$ cat config.mk
export PLATFORM = sky130hd
export DESIGN_NAME = stopwatch_lap_logger_flat
export DESIGN_NICKNAME = d
export VERILOG_FILES = /design/src/rtl/stopwatch_pkg.sv /design/src/rtl/stopwatch_lap_logger_if.sv /design/src/rtl/sw_tick_divider.sv /design/src/rtl/stopwatch_lap_logger.sv /design/src/flat_wrapper.sv
export SDC_FILE = /design/constraint.sdc
export NUM_CORES = 1
export LEC_CHECK = 0
export BUFFER_PORTS_ARGS = -buffer_cell sky130_fd_sc_hd__buf_2
export CAP_MARGIN = 20
export CELL_PAD_IN_SITES_DETAIL_PLACEMENT = 0
export CELL_PAD_IN_SITES_GLOBAL_PLACEMENT = 1
export CORE_ASPECT_RATIO = 1.25
export CORE_MARGIN = 1
export CORE_UTILIZATION = 47
export DETAILED_ROUTE_END_ITERATION = 10
export PLACE_DENSITY = 0.79
export SLEW_MARGIN = 0
export SYNTH_ARGS = -nofsm -noshare
export SYNTH_HDL_FRONTEND = slang
export SYNTH_SLANG_ARGS = --single-unit
$ cat constraint.sdc
create_clock -name clk -period 2.77 [get_ports clk]
set_input_delay 0.554 -clock clk [delete_from_list [all_inputs] [get_ports clk]]
set_output_delay 0.554 -clock clk [all_outputs]
set_load 0.01 [all_outputs]
$ cat src/rtl/stopwatch_pkg.sv
// Shared definitions for the stopwatch lap logger.
//   FIELD_W     : width of one displayed field (binary 0..99 fits in 8 bits)
//   VIEW_*      : view_mode encodings for the display selector
//   time_t      : packed {left, right}; left occupies the high bits so a plain
//                 relational compare on time_t orders times correctly
//   time_inc()  : one centisecond step with per-field terminal values
package stopwatch_pkg;

    localparam int unsigned FIELD_W = 8;

    localparam logic [1:0] VIEW_LIVE = 2'd0;
    localparam logic [1:0] VIEW_MIN  = 2'd1;
    localparam logic [1:0] VIEW_MAX  = 2'd2;
    localparam logic [1:0] VIEW_LAP  = 2'd3;

    typedef struct packed {
        logic [FIELD_W-1:0] left;
        logic [FIELD_W-1:0] right;
    } time_t;

    // Fast field rolls into the slow field; both wrap together at max:max.
    function automatic time_t time_inc(time_t t, int unsigned right_max,
                                       int unsigned left_max);
        time_t r;
        r = t;
        if (t.right == FIELD_W'(right_max)) begin
            r.right = '0;
            if (t.left == FIELD_W'(left_max)) begin
                r.left = '0;
            end else begin
                r.left = t.left + FIELD_W'(1);
            end
        end else begin
            r.right = t.right + FIELD_W'(1);
        end
        return r;
    endfunction

endpackage

$ cat src/rtl/stopwatch_lap_logger_if.sv
// Control/display bundle between the pulse layer and the stopwatch core.
//   master : pulse/view source (button layer or testbench)
//   slave  : stopwatch core
// Inputs to the core: start_stop_p, clear_p, lap_p, hist_clr_p (one-cycle
// pulses), view_mode, view_idx. Outputs: disp_left, disp_right, running,
// lap_count, lap_valid.
interface stopwatch_lap_logger_if #(
    parameter int unsigned IDX_W = 3
);
    import stopwatch_pkg::*;

    logic                start_stop_p;
    logic                clear_p;
    logic                lap_p;
    logic                hist_clr_p;
    logic [1:0]          view_mode;
    logic [IDX_W-1:0]    view_idx;
    logic [FIELD_W-1:0]  disp_left;
    logic [FIELD_W-1:0]  disp_right;
    logic                running;
    logic [IDX_W:0]      lap_count;
    logic                lap_valid;

    modport master (
        output start_stop_p, clear_p, lap_p, hist_clr_p, view_mode, view_idx,
        input  disp_left, disp_right, running, lap_count, lap_valid
    );

    modport slave (
        input  start_stop_p, clear_p, lap_p, hist_clr_p, view_mode, view_idx,
        output disp_left, disp_right, running, lap_count, lap_valid
    );

endinterface

$ cat src/rtl/sw_tick_divider.sv
// Prescaler: counts 0..TICK_DIV-1 while enabled and flags the terminal count.
//   clk, rst_n : clock, async active-low reset
//   en         : count enable; when low the count is frozen, not cleared
//   clr        : synchronous clear to 0 (takes priority over en)
//   tick       : high during the cycle the count sits at TICK_DIV-1 while enabled
module sw_tick_divider #(
    parameter int unsigned TICK_DIV = 500000
) (
    input  logic clk,
    input  logic rst_n,
    input  logic en,
    input  logic clr,
    output logic tick
);

    localparam int unsigned CNT_W = (TICK_DIV > 1) ? $clog2(TICK_DIV) : 1;
    localparam logic [CNT_W-1:0] TERM = CNT_W'(TICK_DIV - 1);

    logic [CNT_W-1:0] cnt_q, cnt_d;
    logic             at_term;

    assign at_term = (cnt_q == TERM);
    // Raw tick; the consumer decides how a same-cycle clear interacts with it.
    assign tick    = en & at_term;

    always_comb begin
        cnt_d = cnt_q;
        if (clr) begin
            cnt_d = '0;
        end else if (en) begin
            cnt_d = at_term ? '0 : cnt_q + CNT_W'(1);
        end
    end

    always_ff @(posedge clk or negedge rst_n) begin
        if (!rst_n) begin
            cnt_q <= '0;
        end else begin
            cnt_q <= cnt_d;
        end
    end

endmodule

$ cat src/rtl/stopwatch_lap_logger.sv
// Run/stop centisecond stopwatch with a circular lap history and running
// min/max lap tracking, feeding a two-field binary display.
//   clk, rst_n : clock, async active-low reset (sync release upstream)
//   bus        : slave side of stopwatch_lap_logger_if
//                pulses start_stop_p/clear_p/lap_p/hist_clr_p, view_mode,
//                view_idx in; disp_left/disp_right (registered), running,
//                lap_count, lap_valid out
// LAP_DEPTH must be a power of two so the history pointers wrap naturally.
module stopwatch_lap_logger
    import stopwatch_pkg::*;
#(
    parameter int unsigned TICK_DIV  = 500000,
    parameter int unsigned RIGHT_MAX = 99,
    parameter int unsigned LEFT_MAX  = 99,
    parameter int unsigned LAP_DEPTH = 8,
    parameter int unsigned IDX_W     = $clog2(LAP_DEPTH)
) (
    input  logic                   clk,
    input  logic                   rst_n,
    stopwatch_lap_logger_if.slave  bus
);

    localparam logic [IDX_W:0] COUNT_MAX = (IDX_W + 1)'(LAP_DEPTH);

    logic             run_q;
    logic             tick;
    time_t            live_q, live_d;
    logic [IDX_W-1:0] wr_ptr_q;
    logic [IDX_W:0]   count_q;
    logic             valid_q;
    time_t            min_q, max_q;
    time_t            lap_mem [LAP_DEPTH];
    logic             lap_we;
    logic [IDX_W-1:0] rd_ptr;
    time_t            disp_d, disp_q;

    // ---------------------------------------------------------------- run state
    always_ff @(posedge clk or negedge rst_n) begin
        if (!rst_n) begin
            run_q <= 1'b0;
        end else if (bus.start_stop_p) begin
            run_q <= ~run_q;
        end
    end

    sw_tick_divider #(
        .TICK_DIV (TICK_DIV)
    ) u_tick_divider (
        .clk   (clk),
        .rst_n (rst_n),
        .en    (run_q),
        .clr   (bus.clear_p),
        .tick  (tick)
    );

    // ---------------------------------------------------------------- live time
    always_comb begin
        live_d = live_q;
        if (bus.clear_p) begin
            live_d = '0;
        end else if (tick) begin
            live_d = time_inc(live_q, RIGHT_MAX, LEFT_MAX);
        end
    end

    always_ff @(posedge clk or negedge rst_n) begin
        if (!rst_n) begin
            live_q <= '0;
        end else begin
            live_q <= live_d;
        end
    end

    // ---------------------------------------------------------------- lap history
    // A history clear drops any lap requested in the same cycle.
    assign lap_we = bus.lap_p & ~bus.hist_clr_p;

    // Storage needs no reset: count_q gates every read.
    always_ff @(posedge clk) begin
        if (lap_we) begin
            lap_mem[wr_ptr_q] <= live_q;
        end
    end

    always_ff @(posedge clk or negedge rst_n) begin
        if (!rst_n) begin
            wr_ptr_q <= '0;
            count_q  <= '0;
            valid_q  <= 1'b0;
            min_q    <= '0;
            max_q    <= '0;
        end else if (bus.hist_clr_p) begin
            wr_ptr_q <= '0;
            count_q  <= '0;
            valid_q  <= 1'b0;
            min_q    <= '0;
            max_q    <= '0;
        end else if (lap_we) begin
            wr_ptr_q <= wr_ptr_q + IDX_W'(1);
            if (count_q != COUNT_MAX) begin
                count_q <= count_q + (IDX_W + 1)'(1);
            end
            valid_q <= 1'b1;
            // Min/max span all laps since the history clear, even overwritten ones.
            if (!valid_q || (live_q < min_q)) begin
                min_q <= live_q;
            end
            if (!valid_q || (live_q > max_q)) begin
                max_q <= live_q;
            end
        end
    end

    // ---------------------------------------------------------------- display
    // view_idx 0 is the newest entry, i.e. one behind the write pointer.
    assign rd_ptr = wr_ptr_q - IDX_W'(1) - bus.view_idx;

    always_comb begin
        disp_d = '0;
        case (bus.view_mode)
            VIEW_LIVE: disp_d = live_q;
            VIEW_MIN: begin
                if (valid_q) begin
                    disp_d = min_q;
                end
            end
            VIEW_MAX: begin
                if (valid_q) begin
                    disp_d = max_q;
                end
            end
            default: begin
                if ({1'b0, bus.view_idx} < count_q) begin
                    disp_d = lap_mem[rd_ptr];
                end
            end
        endcase
    end

    always_ff @(posedge clk or negedge rst_n) begin
        if (!rst_n) begin
            disp_q <= '0;
        end else begin
            disp_q <= disp_d;
        end
    end

    assign bus.disp_left  = disp_q.left;
    assign bus.disp_right = disp_q.right;
    assign bus.running    = run_q;
    assign bus.lap_count  = count_q;
    assign bus.lap_valid  = valid_q;

endmodule

$ cat src/flat_wrapper.sv
// flat-port wrapper written by rule: the top's interface ports become plain ports
module stopwatch_lap_logger_flat import stopwatch_pkg::*;
#(
    parameter int unsigned TICK_DIV  = 500000,
    parameter int unsigned RIGHT_MAX = 99,
    parameter int unsigned LEFT_MAX  = 99,
    parameter int unsigned LAP_DEPTH = 8,
    parameter int unsigned IDX_W     = $clog2(LAP_DEPTH)
)
  (clk, rst_n, bus_start_stop_p, bus_clear_p, bus_lap_p, bus_hist_clr_p, bus_view_mode, bus_view_idx, bus_disp_left, bus_disp_right, bus_running, bus_lap_count, bus_lap_valid);
  stopwatch_lap_logger_if #(.IDX_W(IDX_W)) bus_i ();
  input  logic clk;
  input  logic rst_n;
  input wire logic [$bits(bus_i.start_stop_p)-1:0] bus_start_stop_p;
  input wire logic [$bits(bus_i.clear_p)-1:0] bus_clear_p;
  input wire logic [$bits(bus_i.lap_p)-1:0] bus_lap_p;
  input wire logic [$bits(bus_i.hist_clr_p)-1:0] bus_hist_clr_p;
  input wire logic [$bits(bus_i.view_mode)-1:0] bus_view_mode;
  input wire logic [$bits(bus_i.view_idx)-1:0] bus_view_idx;
  output wire logic [$bits(bus_i.disp_left)-1:0] bus_disp_left;
  output wire logic [$bits(bus_i.disp_right)-1:0] bus_disp_right;
  output wire logic [$bits(bus_i.running)-1:0] bus_running;
  output wire logic [$bits(bus_i.lap_count)-1:0] bus_lap_count;
  output wire logic [$bits(bus_i.lap_valid)-1:0] bus_lap_valid;
  assign bus_i.start_stop_p = bus_start_stop_p;
  assign bus_i.clear_p = bus_clear_p;
  assign bus_i.lap_p = bus_lap_p;
  assign bus_i.hist_clr_p = bus_hist_clr_p;
  assign bus_i.view_mode = bus_view_mode;
  assign bus_i.view_idx = bus_view_idx;
  assign bus_disp_left = bus_i.disp_left;
  assign bus_disp_right = bus_i.disp_right;
  assign bus_running = bus_i.running;
  assign bus_lap_count = bus_i.lap_count;
  assign bus_lap_valid = bus_i.lap_valid;
  stopwatch_lap_logger #(.TICK_DIV(TICK_DIV), .RIGHT_MAX(RIGHT_MAX), .LEFT_MAX(LEFT_MAX), .LAP_DEPTH(LAP_DEPTH), .IDX_W(IDX_W)) u_core (.clk(clk), .rst_n(rst_n), .bus(bus_i));
endmodule
==> metrics.md <==
| Metric | Value |
|---|---|
| Max Slew Vio Count | 0 |
| Peak VDD IR | 0.449 mV |
| Post-synthesis cell type count | 62 |
| Starting Density | 48.0% |
| Post-CTS Setup Inserts | 0 |
| 1st-iter DRT viols | 414 |
| Number of global-route vias before repair | 7,074 |
| Clk_lat worst skew | 0.52 ns |
| Worst r2r dst | u_core.max_q[1] |
| Final period util | 95.9% |
| Seq. cell area | 0.00615 mm2 |
| Die width | about 130 um |
| Async SR Flop Fraction | about two fifths |
| DR pass1 iterations | 4 |
| Non-filler cells, final | 1,152 |
| Die Ht | roughly 170 um |
| Total die area | 0.0226 mm2 |
| CP Max Fanout | 8 |
| Synth warn | 0 |
| CTS buffer count | 24 |
| Gp weighted congestion | 0.855 |
| Area Growth Syn to Fin | 16.6% |
| # IOs | 33 |
| Clock root cell | clkbuf_16 |
| H-tree levels | 1 |
| Total power | around 8.0 mW |
| Hold_ws | 0.221 ns |
| Global-route wire length before repair | 39.9 mm |
| Data required, critical path | 3.17 ns |
| R2R Setup Slk | 0.11 ns |
| Cells after Synth | about 770 |
| Hold path endpoint | u_core.bus.running |
| DP HPWL | around 17 mm |
| NumNets Final | slightly above 900 |
| Post-route setup TNS | 0 ns |
| Largest net degree at the start of global routing | 61 |
| FP Rows | 60 |
| Seq/Total Area, Yosys | between 50% and 60% |
| Worst-Margin Slew | 0.688 ns |
| Synth Register Bits | 220 |
| Routed WL per cell | 22.0 um |
| GRT Overall Usage | 23.4% |
| Fmax | approximately 380 MHz |
| Number of diodes | 0 |
| Antenna-violating nets left | 0 |
| PwrDens | 661 mW/mm2 |
| Max Buffers Root-to-Sink | 3 |
| Outcome | finished, final reports clean |
| Layout cells sized above 1 | 22.9% |
| Number of setup violations in the final report | 0 |
| Worst Skew | 0.0136 ns |
| CP max-delay cell | or4_4 |
| Leak | 4.83 nW |
| IO buf count | 32 |
| Post-synth EDFFs | roughly 130 |
| CP peak stage delay | 0.60 ns |
| Min Clock Period, post-route | 2.66 ns |
| Remaining global-route overflow | 0 |
| Number of max-cap violations | 0 |
| Setup ws final | roughly 0.11 ns |
| Core footprint | about 0.022 mm2 |
| RSZ-0062 raised after global routing | no |
| Post-Route WL | around 25 mm |
| Hold_sp | bus_start_stop_p |
| Worst path cell trace | ha_1 -> nand4_1 -> or4_4 -> a21o_1 -> a31oi_4 -> buf_4 -> mux2_4 |
| Worst Setup End Kind | flop |
| Hold/Removal Path Class | in -> reg |
| DR vias | between 6,000 and 7,000 |
| FILL cells | 1,725 |
| CTS tree | yes |
| Synth Net Count | 823 |
| Initial antenna violation count | 0 |
| CTS Sinks | 220 |
| RR Startpoint | u_core.live_q[15] |
| Primary FF master, synth | edfxtp_1 |
| Clk pin slew, worst setup/hold paths | 0.06 ns |
| Slew margin rel. | 53.9% |
| Multi-input gate area | between 0.003 and 0.004 mm2 |
| # DRC | 0 |
| Post-detailed-route via-to-cell ratio | 5.83 |
| Pre-CTS WS | -0.119 ns |
| Placed cell count | about 1,100 |
| R2R cell count | 7 |
| Hold Crit Depth | 2 |
| Startpoint Class | flop |
| Data arrival time of the critical path | 3.05 ns |
| Final Hold Viols | 0 |
| Mapped Avg Cell Area | 13.4 um2 |
| Crit Path Class | reg -> reg |
| Mapped Area | 0.0103 mm2 |
-- state kept, by name, summed over array words and instances, names as in the netlist --
name and cells:
u_core.bus.lap_valid 1, u_core.wr_ptr_q 3, u_core.live_q 16, u_core.bus.disp_right 8
u_core.u_tick_divider.cnt_q 19, u_core.bus.running 1, u_core.bus.lap_count 4, u_core.min_q 16
u_core.lap_mem 128, u_core.max_q 16, u_core.bus.disp_left 8
-- routing by layer --
| metal | global-route usage [%] | share of wire [%] |
|---|---|---|
| met5 | 0 | 0 |
| met4 | 11.0 | 4.4 |
| met3 | 3.01 | 4.5 |
| met2 | 41.2 | 52 |
| met1 | 28.5 | 39 |
-- power by group --
part	internal, mW	switching, mW
registers	3.55	0.107
clock network	2.00	1.31
logic	0.440	0.550
total	6.00	1.97
-- through the flow --
step | util, % | area (um2)
after floorplan | - | 10300
after global placement | 52.0 | 11200
after detailed placement | 52.0 | 11200
after CTS | 55.9 | 12000
after global routing | 56.0 | 12100
final | 56.0 | 12100
-- worst max-delay path: cells and delay by family, from the launching register on --
family                   cells  cell delay (ns)
flip-flops                   1             0.47
AND/OR/NAND/NOR              2             0.76
buffers and inverters        1             0.26
adder cells (fa/ha/maj)      1             0.33
multiplexers                 1             0.32
AO/OA/AOI/OAI                2             0.40
-- logic make-up after synthesis --
| logic type | after synthesis | synth area share [%] |
|---|---|---|
| AND/OR/NAND/NOR | 216 | 10.6 |
| adder cells (fa/ha/maj) | 41 | 5.04 |
| XOR/XNOR | 24 | 2.03 |
| buffers and inverters | 74 | 2.88 |
| multiplexers | 83 | 12.4 |
| flip-flops | 220 | 59.5 |
| AO/OA/AOI/OAI | 113 | 7.54 |
-- cell usage after synthesis, types with 2 or more instances --
cell / count / area share (%)
o2bb2ai_1: 2 / 0.17
a21oi_1: 39 / 1.9
and2_1: 2 / 0.12
o221ai_1: 15 / 1.3
nor2_1: 52 / 1.9
buf_4: 2 / 0.15
o21ai_0: 21 / 1.0
buf_2: 4 / 0.19
mux2_2: 22 / 2.4
a21o_1: 3 / 0.22
nor4_1: 5 / 0.30
nand2_1: 46 / 1.7
xnor2_1: 10 / 0.85
or3_1: 6 / 0.36
xor2_1: 14 / 1.2
a31oi_1: 3 / 0.18
o31ai_1: 7 / 0.51
inv_1: 44 / 1.6
nand3_1: 21 / 1.0
nor3_1: 10 / 0.48
nor3b_1: 3 / 0.22
nand4_1: 14 / 0.85
nand2b_1: 7 / 0.42
nor2b_1: 33 / 2.0
dfrtp_1: 92 / 22
ha_1: 40 / 4.8
nand3b_1: 3 / 0.22
clkbuf_1: 21 / 0.76
edfxtp_1: 128 / 37
a211oi_1: 2 / 0.15
and3_1: 5 / 0.30
or4_1: 2 / 0.15
o211ai_1: 5 / 0.36
buf_1: 2 / 0.073
mux4_2: 30 / 6.5
mux2_4: 10 / 1.5
mux2i_1: 21 / 2.0
-- cell usage in the layout (no fill, tap or decap), types with 5 or more instances in the layout --
| master | count |
|---|---|
| a21oi_1 | 39 |
| and3_1 | 5 |
| buf_2 | 31 |
| buf_4 | 52 |
| clkbuf_16 | 24 |
| clkinv_2 | 5 |
| dfrtp_1 | 92 |
| edfxtp_1 | 128 |
| ha_1 | 39 |
| inv_1 | 44 |
| mux2_2 | 22 |
| mux2_4 | 10 |
| mux2i_1 | 21 |
| mux4_2 | 30 |
| nand2_1 | 46 |
| nand2b_1 | 7 |
| nand3_1 | 21 |
| nand4_1 | 14 |
| nor2_1 | 52 |
| nor2b_1 | 33 |
| nor3_1 | 8 |
| nor4_1 | 5 |
| o211ai_1 | 5 |
| o21ai_0 | 21 |
| o221ai_1 | 15 |
| o31ai_1 | 7 |
| or3_1 | 6 |
| xnor2_1 | 9 |
| xor2_1 | 14 |
-- worst max-delay path by stage --
stage                        from                  endpoint  cells after the start
6_report        u_core.live_q[15]           u_core.max_q[1]                      7
5_1_grt         u_core.live_q[15]          u_core.min_q[11]                      7
4_1_cts        u_core.wr_ptr_q[0]  u_core.bus.disp_right[0]                      8
3_5_place_dp      bus_view_idx[0]  u_core.bus.disp_right[0]                     10
3_3_place_gp      bus_view_idx[0]  u_core.bus.disp_right[3]                     10
2_1_floorplan     bus_view_idx[0]   u_core.bus.disp_left[0]                      9
-- repair_timing --
action	4_1_cts	5_1_grt
hold endpoints to repair	8	0
setup endpoints to repair	0	6
resized for setup	0	2
hold buffers	1	0
-- layout make-up --
class | instances | area share [%]
Multi-Input combinational cell | 477 | 32.6
Sequential cell | 220 | 51.0
Clock inverter | 16 | 1.66
Tap cell | 279 | 2.90
Clock buffer | 28 | 5.19
Timing Repair Buffer | 88 | 5.27
Inverter | 44 | 1.37
Note: power is estimated with default switching activity, not from simulation.
